===== src/rtl/multiplier_pkg.sv =====
// Shared state encoding and width helpers for the sequential Q-format multiplier.
package multiplier_pkg;

  typedef enum logic [2:0] {
    IDLE  = 3'd0,
    LOAD  = 3'd1,
    MUL   = 3'd2,
    STORE = 3'd3,
    DONE  = 3'd4
  } state_t;

  localparam int BITSIZE_DEF   = 16;
  localparam int PROD_W        = 2 * BITSIZE_DEF;
  localparam int CYCLES_PER_CH = BITSIZE_DEF + 2;

  // Width-dependent forms for parameterized instances
  function automatic int prod_w(input int bitsize);
    return 2 * bitsize;
  endfunction

  function automatic int cycles_per_ch(input int bitsize);
    return bitsize + 2;
  endfunction

  function automatic int frame_latency(input int bitsize, input int channels);
    return channels * cycles_per_ch(bitsize) + 1;
  endfunction

endpackage


===== src/rtl/multiplier_seq_if.sv =====
// Frame handshake and packed operand/result bus of multiplier_seq.
interface multiplier_seq_if #(
    parameter int BITSIZE  = 16,
    parameter int CHANNELS = 2
);
    logic                         start;
    logic [CHANNELS*BITSIZE-1:0]  in1;
    logic [CHANNELS*BITSIZE-1:0]  in2;
    logic [CHANNELS*BITSIZE-1:0]  out;
    logic                         busy;
    logic                         done;

    modport master (output start, in1, in2, input  out, busy, done);
    modport slave  (input  start, in1, in2, output out, busy, done);
endinterface


===== src/rtl/seq_mul_core.sv =====
// One-channel signed radix-2 shift-add multiplier: load once, then one step per cycle.
module seq_mul_core
    import multiplier_pkg::*;
#(
    parameter int BITSIZE = 16,
    parameter int PW      = prod_w(BITSIZE)
) (
    input  logic                      bclk,
    input  logic                      reset,
    input  logic                      load,
    input  logic                      step,
    input  logic                      last,
    input  logic signed [BITSIZE-1:0] a,
    input  logic signed [BITSIZE-1:0] b,
    output logic signed [PW-1:0]      prod
);

    logic signed [PW-1:0]  mcand_q;
    logic signed [PW-1:0]  acc_q;
    logic [BITSIZE-1:0]    mplier_q;

    // The multiplier's MSB carries weight -2^(BITSIZE-1), so the last step subtracts
    always_ff @(posedge bclk) begin
        if (reset) begin
            mcand_q  <= '0;
            acc_q    <= '0;
            mplier_q <= '0;
        end else if (load) begin
            mcand_q  <= {{(PW-BITSIZE){a[BITSIZE-1]}}, a};
            acc_q    <= '0;
            mplier_q <= b;
        end else if (step) begin
            if (mplier_q[0])
                acc_q <= last ? acc_q - mcand_q : acc_q + mcand_q;
            mcand_q  <= mcand_q <<< 1;
            mplier_q <= mplier_q >> 1;
        end
    end

    assign prod = acc_q;

endmodule


===== src/rtl/multiplier_seq.sv =====
// Frame-sequential multiplier: CHANNELS products through one shared shift-add core.
// Optional build macro MULTIPLIER_SATURATE_EN clamps results instead of wrapping.
module multiplier_seq
    import multiplier_pkg::*;
#(
    parameter int BITSIZE  = 16,
    parameter int CHANNELS = 2,
    parameter int SHIFT    = BITSIZE - 1
) (
    input  logic             bclk,
    input  logic             reset,
    multiplier_seq_if.slave  bus
);

    localparam int PW = prod_w(BITSIZE);
    localparam int IW = (CHANNELS > 1) ? $clog2(CHANNELS) : 1;
    localparam int CW = $clog2(BITSIZE + 1);

    typedef logic [CHANNELS-1:0][BITSIZE-1:0] lanes_t;

    state_t  state_q, state_d;
    logic [IW-1:0] idx_q;
    logic [CW-1:0] cnt_q;
    lanes_t  op1_q, op2_q, shadow_q, shadow_d, out_q;

    logic busy, done;
    logic last_ch, last_step;
    logic signed [PW-1:0]      prod, shifted;
    logic        [BITSIZE-1:0] res;

    assign last_ch   = (idx_q == IW'(CHANNELS - 1));
    assign last_step = (cnt_q == CW'(BITSIZE - 1));

    always_ff @(posedge bclk) begin
        if (reset) state_q <= IDLE;
        else       state_q <= state_d;
    end

    always_comb begin
        state_d = state_q;
        busy    = 1'b0;
        done    = 1'b0;
        unique case (state_q)
            IDLE:  if (bus.start) state_d = LOAD;
            LOAD:  begin busy = 1'b1; state_d = MUL; end
            MUL:   begin busy = 1'b1; if (last_step) state_d = STORE; end
            STORE: begin busy = 1'b1; state_d = last_ch ? DONE : LOAD; end
            DONE:  begin done = 1'b1; state_d = IDLE; end
            default: state_d = IDLE;
        endcase
    end

    seq_mul_core #(.BITSIZE(BITSIZE), .PW(PW)) u_core (
        .bclk  (bclk),
        .reset (reset),
        .load  (state_q == LOAD),
        .step  (state_q == MUL),
        .last  (last_step),
        .a     (op1_q[idx_q]),
        .b     (op2_q[idx_q]),
        .prod  (prod)
    );

    assign shifted = prod >>> SHIFT;

`ifdef MULTIPLIER_SATURATE_EN
    localparam logic signed [PW-1:0] SAT_MAX = {{(PW-BITSIZE+1){1'b0}}, {(BITSIZE-1){1'b1}}};
    localparam logic signed [PW-1:0] SAT_MIN = ~SAT_MAX;

    always_comb begin
        if (shifted > SAT_MAX)      res = SAT_MAX[BITSIZE-1:0];
        else if (shifted < SAT_MIN) res = SAT_MIN[BITSIZE-1:0];
        else                        res = BITSIZE'(shifted);
    end
`else
    assign res = BITSIZE'(shifted);
`endif

    always_comb begin
        shadow_d        = shadow_q;
        shadow_d[idx_q] = res;
    end

    // out is loaded on entry to DONE so it becomes visible together with the done pulse
    always_ff @(posedge bclk) begin
        if (reset) begin
            idx_q    <= '0;
            cnt_q    <= '0;
            op1_q    <= '0;
            op2_q    <= '0;
            shadow_q <= '0;
            out_q    <= '0;
        end else begin
            unique case (state_q)
                IDLE: if (bus.start) begin
                    op1_q <= bus.in1;
                    op2_q <= bus.in2;
                    idx_q <= '0;
                end
                LOAD: cnt_q <= '0;
                MUL:  cnt_q <= cnt_q + CW'(1);
                STORE: begin
                    shadow_q <= shadow_d;
                    if (last_ch) out_q <= shadow_d;
                    else         idx_q <= idx_q + IW'(1);
                end
                default: ;
            endcase
        end
    end

    assign bus.out  = out_q;
    assign bus.busy = busy;
    assign bus.done = done;

endmodule


===== src/flat_wrapper.sv =====
// flat-port wrapper written by rule: the top's interface ports become plain ports
module multiplier_seq_flat import multiplier_pkg::*;
#(
    parameter int BITSIZE  = 16,
    parameter int CHANNELS = 2,
    parameter int SHIFT    = BITSIZE - 1
)
  (bclk, reset, bus_start, bus_in1, bus_in2, bus_out, bus_busy, bus_done);
  multiplier_seq_if #(.BITSIZE(BITSIZE), .CHANNELS(CHANNELS)) bus_i ();
  input  logic bclk;
  input  logic reset;
  input wire logic [$bits(bus_i.start)-1:0] bus_start;
  input wire logic [$bits(bus_i.in1)-1:0] bus_in1;
  input wire logic [$bits(bus_i.in2)-1:0] bus_in2;
  output wire logic [$bits(bus_i.out)-1:0] bus_out;
  output wire logic [$bits(bus_i.busy)-1:0] bus_busy;
  output wire logic [$bits(bus_i.done)-1:0] bus_done;
  assign bus_i.start = bus_start;
  assign bus_i.in1 = bus_in1;
  assign bus_i.in2 = bus_in2;
  assign bus_out = bus_i.out;
  assign bus_busy = bus_i.busy;
  assign bus_done = bus_i.done;
  multiplier_seq #(.BITSIZE(BITSIZE), .CHANNELS(CHANNELS), .SHIFT(SHIFT)) u_core (.bclk(bclk), .reset(reset), .bus(bus_i));
endmodule

===== config.mk =====
export PLATFORM = sky130hd
export DESIGN_NAME = multiplier_seq_flat
export DESIGN_NICKNAME = d
export VERILOG_FILES = /design/src/rtl/multiplier_pkg.sv /design/src/rtl/multiplier_seq_if.sv /design/src/rtl/seq_mul_core.sv /design/src/rtl/multiplier_seq.sv /design/src/flat_wrapper.sv
export SDC_FILE = /design/constraint.sdc
export NUM_CORES = 1
export LEC_CHECK = 0
export CAP_MARGIN = 20
export CORE_MARGIN = 4
export CORE_UTILIZATION = 52
export DETAILED_ROUTE_END_ITERATION = 6
export PLACE_DENSITY = 0.78
export SLEW_MARGIN = 10
export SYNTH_ARGS = -nofsm -noshare
export SYNTH_HDL_FRONTEND = slang
export SYNTH_HIERARCHICAL = 1
export SYNTH_SLANG_ARGS = --single-unit

===== constraint.sdc =====
create_clock -name bclk -period 3.7 [get_ports bclk]
set_input_delay 0.74 -clock bclk [delete_from_list [all_inputs] [get_ports bclk]]
set_output_delay 0.74 -clock bclk [all_outputs]
set_load 0.01 [all_outputs]

==> results of run 1 <==
[final timing paths]
path | end | slack (ps) | cells past startpoint
setup / recovery | u_core/u_core/prod[26] | -20 | 16
hold / removal | u_core/op1_q[19] | 450 | 2
setup reg to reg | u_core/u_core/prod[26] | -20 | 16
hold reg to reg | u_core/op1_q[19] | 450 | 2
[what timing repair did]
| action | 4_1_cts | 5_1_grt |
|---|---|---|
| gates resized for setup | 7 | 75 |
| pin swaps | 3 | 29 |
| endpoints found under the setup margin | 6 | 15 |
| setup buffers | 0 | 7 |
| hold endpoints to repair | 0 | 0 |
[sequential cells by signal, indices dropped and copies added (netlist names)]
| signal | flops |
|---|---|
| u_core/state_q | 3 |
| u_core/u_core/mcand_q | 31 |
| u_core/idx_q | 1 |
| u_core/cnt_q | 5 |
| u_core/bus.out | 32 |
| u_core/shadow_q | 16 |
| u_core/u_core/mplier_q | 16 |
| u_core/op2_q | 32 |
| u_core/op1_q | 32 |
| u_core/u_core/prod | 31 |
[final cells by class]
type | instances | area share
clock buffer | 17 | 0.0333
tap | 260 | 0.0255
timing repair buffer | 197 | 0.138
sequential | 199 | 0.312
inverter | 22 | 0.00646
multi-input combinational | 978 | 0.472
clock inverter | 14 | 0.0129
[power breakdown]
group          internal (mW)  switching [mW]
registers               2.23          0.0712
logic                  0.916            1.05
clock network          0.961           0.911
total                   4.10            2.03
[critical path: stages, from the launching register on]
cell	delay [ps]
dfxtp_2	320
or4_4	530
or3_4	350
buf_6	150
nor2_2	110
nor2_2	60
xnor2_2	160
ha_1	400
nand4_1	180
buf_4	180
or3_4	390
o221ai_4	220
o41ai_4	110
buf_4	160
xnor2_2	100
nand2_1	70
a21oi_1	150
[routing by layer]
| metal | wire [µm] | up-vias |
|---|---|---|
| met2 | 12800 | 246 |
| met5 | 0 | - |
| li1 | - | 4655 |
| met3 | 1330 | 35 |
| met4 | 448 | 0 |
| met1 | 11400 | 4397 |
[cell usage in the layout (no fill, tap or decap), types with 4 or more instances in the layout]
cell type        instances
clkdlybuf4s50_1         99
nor2b_1                 13
or3_1                    4
a211oi_1                19
nor2_1                 118
ha_1                    29
buf_4                   92
a21oi_1                194
a21oi_2                 10
nor3_1                  20
o21a_1                   6
xnor2_2                  5
clkbuf_16               17
xor2_1                   9
mux2i_1                 32
inv_1                   18
ha_4                     4
o21ai_2                  4
nand3_1                 11
nand3_2                  4
a31oi_1                  6
buf_6                    4
inv_8                    4
a21o_1                  15
inv_2                    4
mux2_2                  32
o21ai_0                 15
and3_1                   6
xnor2_1                 39
nand2_1                291
dfxtp_1                196
nor2_2                   4
[per-stage QoR]
step | hold slack, ps | area, µm² | cells | worst slack (ps) | total power, mW
after floorplan | 432 | 10100 | 1295 | -54.2 | 3.48
after global placement | 439 | 11700 | 1648 | -96.4 | 4.02
after detailed placement | 444 | 11700 | 1648 | -151 | 4.04
after CTS | 454 | 12400 | 1679 | -28.1 | 5.93
after global routing | 470 | 12800 | 1687 | -115 | 6.43
final | 452 | 12800 | 1687 | -23.9 | 6.13
==> out/results.ini, run 1 <==
[status]
status = complete, but fails checks
violations = setup timing

[clocking]
htreeDepth = 4
cts_made_buffers = 17
clk_pin_slew_ps = 70
cts_root_buf = clkbuf_16
clockBufferDepth = 2
insertion_delay_ps = 440
clkSinkCount = 199
cts_tree = yes
cts_hold_buf = 0

[sta]
rsz0062_at_grt = true
hold_viol = 0
tns_ps = -23.9
maxSlewViolCount = 0
setup_viol = 1
slew_headroom = 0.473
worst_slack_ps = -23.9
period_needed_ps = 3720
period_share = 1.01
fmax_mhz = 269
tightest_slew_ps = 790
fin_skew_ps = 15.2

[route]
routed_wl_um = 25900
detail_route.vias_per_cell = 5.53
drc = 0
antenna_left = 0
wire_per_inst_um = 15.4
firstDrtPassIters = 5
vias = 9333
drt_iter0_drc = 495

[synth]
netlist_area_um2 = 10100
synthCells = 1295
syn-num-nets = 1397
ys_warn_count = 6
avgSynthCellArea_um2 = 7.81

[power_and_ir_drop]
peakVddDrop_mv = 0.337
leakagePower_nw = 4.90
p_per_area_nw_per_um2 = 480

[floorplan]
initial_core_util = 0.535
die_y_um = 147
die_area_um2 = 21700
die_width_um = 147
ios = 101
placementRows = 50
core_area_um2 = 18900

[layout]
drive_gt1_frac = 0.170
seqCellArea_um2 = 3990
num-fill-cells = 1529
final_core_util = 0.676
finish.net_count = 1517
multi_input_area_um2 = 6030
antenna_cells = 0
syn_to_final_growth_pct = 26.4

[critical_path]
crit_type = flop to flop
cp-end-kind = flop
critPathRequiredTime_ps = 4060
r2r-start = u_core/u_core/mcand_q[0]
startpoint = u_core/u_core/mcand_q[0]
worstPathMaxFanout = 4
arrival_ps = 4080
critPathLaunchType = flop

[global_route]
grt_max_degree = 106
grt_usage = 0.225
grt-busiest-layer = met2
grt_overflow = 0
grt_pass1_vias = 8613
use_met1 = 0.300
grt.met3_usage = 0.0377
grtUsageMet2 = 0.379
grt_pass1_wl_um = 41100
antenna_found_initial = 0

[placed_design]
dp_hpwl_um = 17300
portBuffers = 100
gp_congestion = 0.906

[hold_path]
hp-start = u_core/op1_q[19]
hold_path_class = flop to flop

[job]
max-cap-violations = 0

Power figures use the tool's default switching activity.
==> run 2: changes to the inputs <==
SLEW_MARGIN = 25   (was 10)
==> out/results.ini, run 2 (same netlist as run 1, synthesis figures left out) <==
[clocking]
clkSinkCount = 199  ; unchanged
htreeDepth = 4  ; unchanged
clk_pin_slew_ps = 80  ; was 70 ps
clockBufferDepth = 2  ; unchanged
cts_hold_buf = 0  ; unchanged
cts_made_buffers = 17  ; unchanged
insertion_delay_ps = 440  ; about the same
cts_root_buf = clkbuf_16  ; unchanged
cts_tree = yes  ; unchanged

[sta]
fmax_mhz = 268  ; was 269 MHz
maxSlewViolCount = 0  ; unchanged
slew_headroom = 0.473  ; about the same
tightest_slew_ps = 791  ; was 790 ps
fin_skew_ps = 15.1  ; was 15.2 ps
rsz0062_at_grt = true  ; unchanged
tns_ps = -26.6  ; was -23.9 ps
hold_viol = 0  ; unchanged
period_needed_ps = 3730  ; was 3720 ps
setup_viol = 1  ; unchanged
worst_slack_ps = -26.6  ; was -23.9 ps
period_share = 1.01  ; about the same

[critical_path]
crit_type = flop to flop  ; unchanged
cp_top_family = simple AND/OR/NAND/NOR gates  ; unchanged
crit_buf_inv = 3  ; unchanged
r2r-end = u_core/u_core/prod[26]  ; unchanged
r2r-start = u_core/u_core/mcand_q[0]  ; unchanged
worstRegToRegCells = 16  ; unchanged
cp-end-kind = flop  ; unchanged
crit_cells = 16  ; unchanged
worstPathMaxFanout = 4  ; unchanged
cpPeakStageDelay_ps = 530  ; about the same
arrival_ps = 4090  ; was 4080 ps
endpoint = u_core/u_core/prod[26]  ; unchanged
critPathLaunchType = flop  ; unchanged
critPathRequiredTime_ps = 4060  ; about the same
rrSetupSlack_ps = -30  ; was -20 ps
crit_slowest_cell = or4_4  ; unchanged
crit_chain = or4_4, or3_4, buf_6, nor2_2, nor2_2, xnor2_2, ha_1, nand4_1, buf_4, or3_4, o221ai_4, o41ai_4, buf_4, xnor2_2, nand2_1, a21oi_1  ; unchanged
startpoint = u_core/u_core/mcand_q[0]  ; unchanged

[route]
wire_per_inst_um = 15.3  ; was 15.4 µm
detail_route.vias_per_cell = 5.54  ; was 5.53
drt_iter0_drc = 518  ; was 495
firstDrtPassIters = 5  ; unchanged
vias = 9348  ; was 9333
drc = 0  ; unchanged
routed_wl_um = 25800  ; was 25900 µm
antenna_left = 0  ; unchanged

[placed_design]
gp_congestion = 0.906  ; unchanged
dp_cells = 1648  ; unchanged
portBuffers = 100  ; unchanged
dp_hpwl_um = 17300  ; unchanged

[global_route]
grt_overflow = 0  ; unchanged
antenna_found_initial = 0  ; unchanged
grt_usage = 0.225  ; unchanged
grt_pass1_vias = 8613  ; unchanged
grt_max_degree = 106  ; unchanged
grt_pass1_wl_um = 41100  ; unchanged

[floorplan]
initial_core_util = 0.535  ; unchanged
die_width_um = 147  ; unchanged
ios = 101  ; unchanged
placementRows = 50  ; unchanged
die_y_um = 147  ; unchanged
core_area_um2 = 18900  ; unchanged
die_area_um2 = 21700  ; unchanged

[hold_path]
hold_path_class = flop to flop  ; unchanged

[status]
status = complete, but fails checks  ; unchanged
violations = setup timing  ; unchanged

[layout]
layout_common_cells = 291 x nand2_1, 196 x dfxtp_1, 194 x a21oi_1, 118 x nor2_1, 99 x clkdlybuf4s50_1  ; unchanged
finish.net_count = 1516  ; was 1517
antenna_cells = 0  ; unchanged
syn_to_final_growth_pct = 26.3  ; was 26.4%
final_common_cell = nand2_1  ; unchanged
fin_cells = 1686  ; was 1687
drive_gt1_frac = 0.170  ; about the same

[power_and_ir_drop]
leakagePower_nw = 4.89  ; was 4.90 nW
peakVddDrop_mv = 0.338  ; was 0.337 mV
p_per_area_nw_per_um2 = 480  ; about the same

[job]
max-cap-violations = 0  ; unchanged

==> run 2: cell types whose count changed in the layout (fill, tap and decap cells not counted), sizes merged <==
cell	change
buf	-1
==> run 2: how the worst min path moves through the flow <==
stage	from	endpoint	slack (ps)	cells after the start
after floorplan	u_core/shadow_q[0]	u_core/bus.out[0]	430	2
after global placement	u_core/op1_q[16]	u_core/op1_q[16]	440	2
after detailed placement	u_core/op1_q[19]	u_core/op1_q[19]	440	2
after CTS	u_core/op1_q[19]	u_core/op1_q[19]	450	2
after global routing	u_core/op1_q[24]	u_core/op1_q[24]	470	2
final	u_core/bus.out[13]	u_core/bus.out[13]	450	2
==> run 2: worst register-to-register path, stage by stage (launching register included) <==
cell and delay [ps]:
dfxtp_2 320, or4_4 530, or3_4 350, buf_6 150, nor2_2 110, nor2_2 60, xnor2_2 160, ha_1 400
nand4_1 180, buf_4 180, or3_4 390, o221ai_4 220, o41ai_4 110, buf_4 160, xnor2_2 100, nand2_1 70
a21oi_1 150
==> run 2: metal layers <==
metal / part of all wire / vias up / routed length [µm] / track usage
li1: - / 4650 / - / -
met2: 0.49 / 253 / 12600 / 0.379
met5: 0 / - / 0 / 0
met3: 0.050 / 39 / 1290 / 0.0377
met4: 0.018 / 0 / 473 / 0.0610
met1: 0.44 / 4406 / 11500 / 0.300
==> run 2: through the flow <==
step	total power [mW]	instance area (µm²)	hold WS (ps)	worst slack, ps	utilization
2_1_floorplan	3.48	10100	432	-54.2	-
3_3_place_gp	4.02	11700	439	-96.4	0.620
3_5_place_dp	4.04	11700	444	-151	0.620
4_1_cts	5.93	12400	454	-28.1	0.654
5_1_grt	6.43	12800	470	-115	0.676
6_report	6.13	12800	453	-26.6	0.676
==> run 2: layout make-up <==
| type | instances | area (µm²) |
|---|---|---|
| inverters | 22 | 82.6 |
| repair buffers | 196 | 1750 |
| multi-input cells | 978 | 6030 |
| well taps | 260 | 325 |
| flip-flops and latches | 199 | 3990 |
| clock inverters | 14 | 165 |
| fillers | 1529 | 6130 |
| clock buffers | 17 | 425 |
==> run 2: what timing repair did <==
item	CTS	global route
setup endpoints to repair	6	15
pin swaps	3	29
setup buffers	0	7
resized for setup	7	75
hold endpoints to repair	0	0
==> run 2: where the power goes <==
part	leakage (nW)	switching (mW)	total, mW	internal (mW)
sequential	1.62	0.0709	2.30	2.23
combinational	2.99	1.05	1.96	0.916
clock	0.279	0.911	1.87	0.961
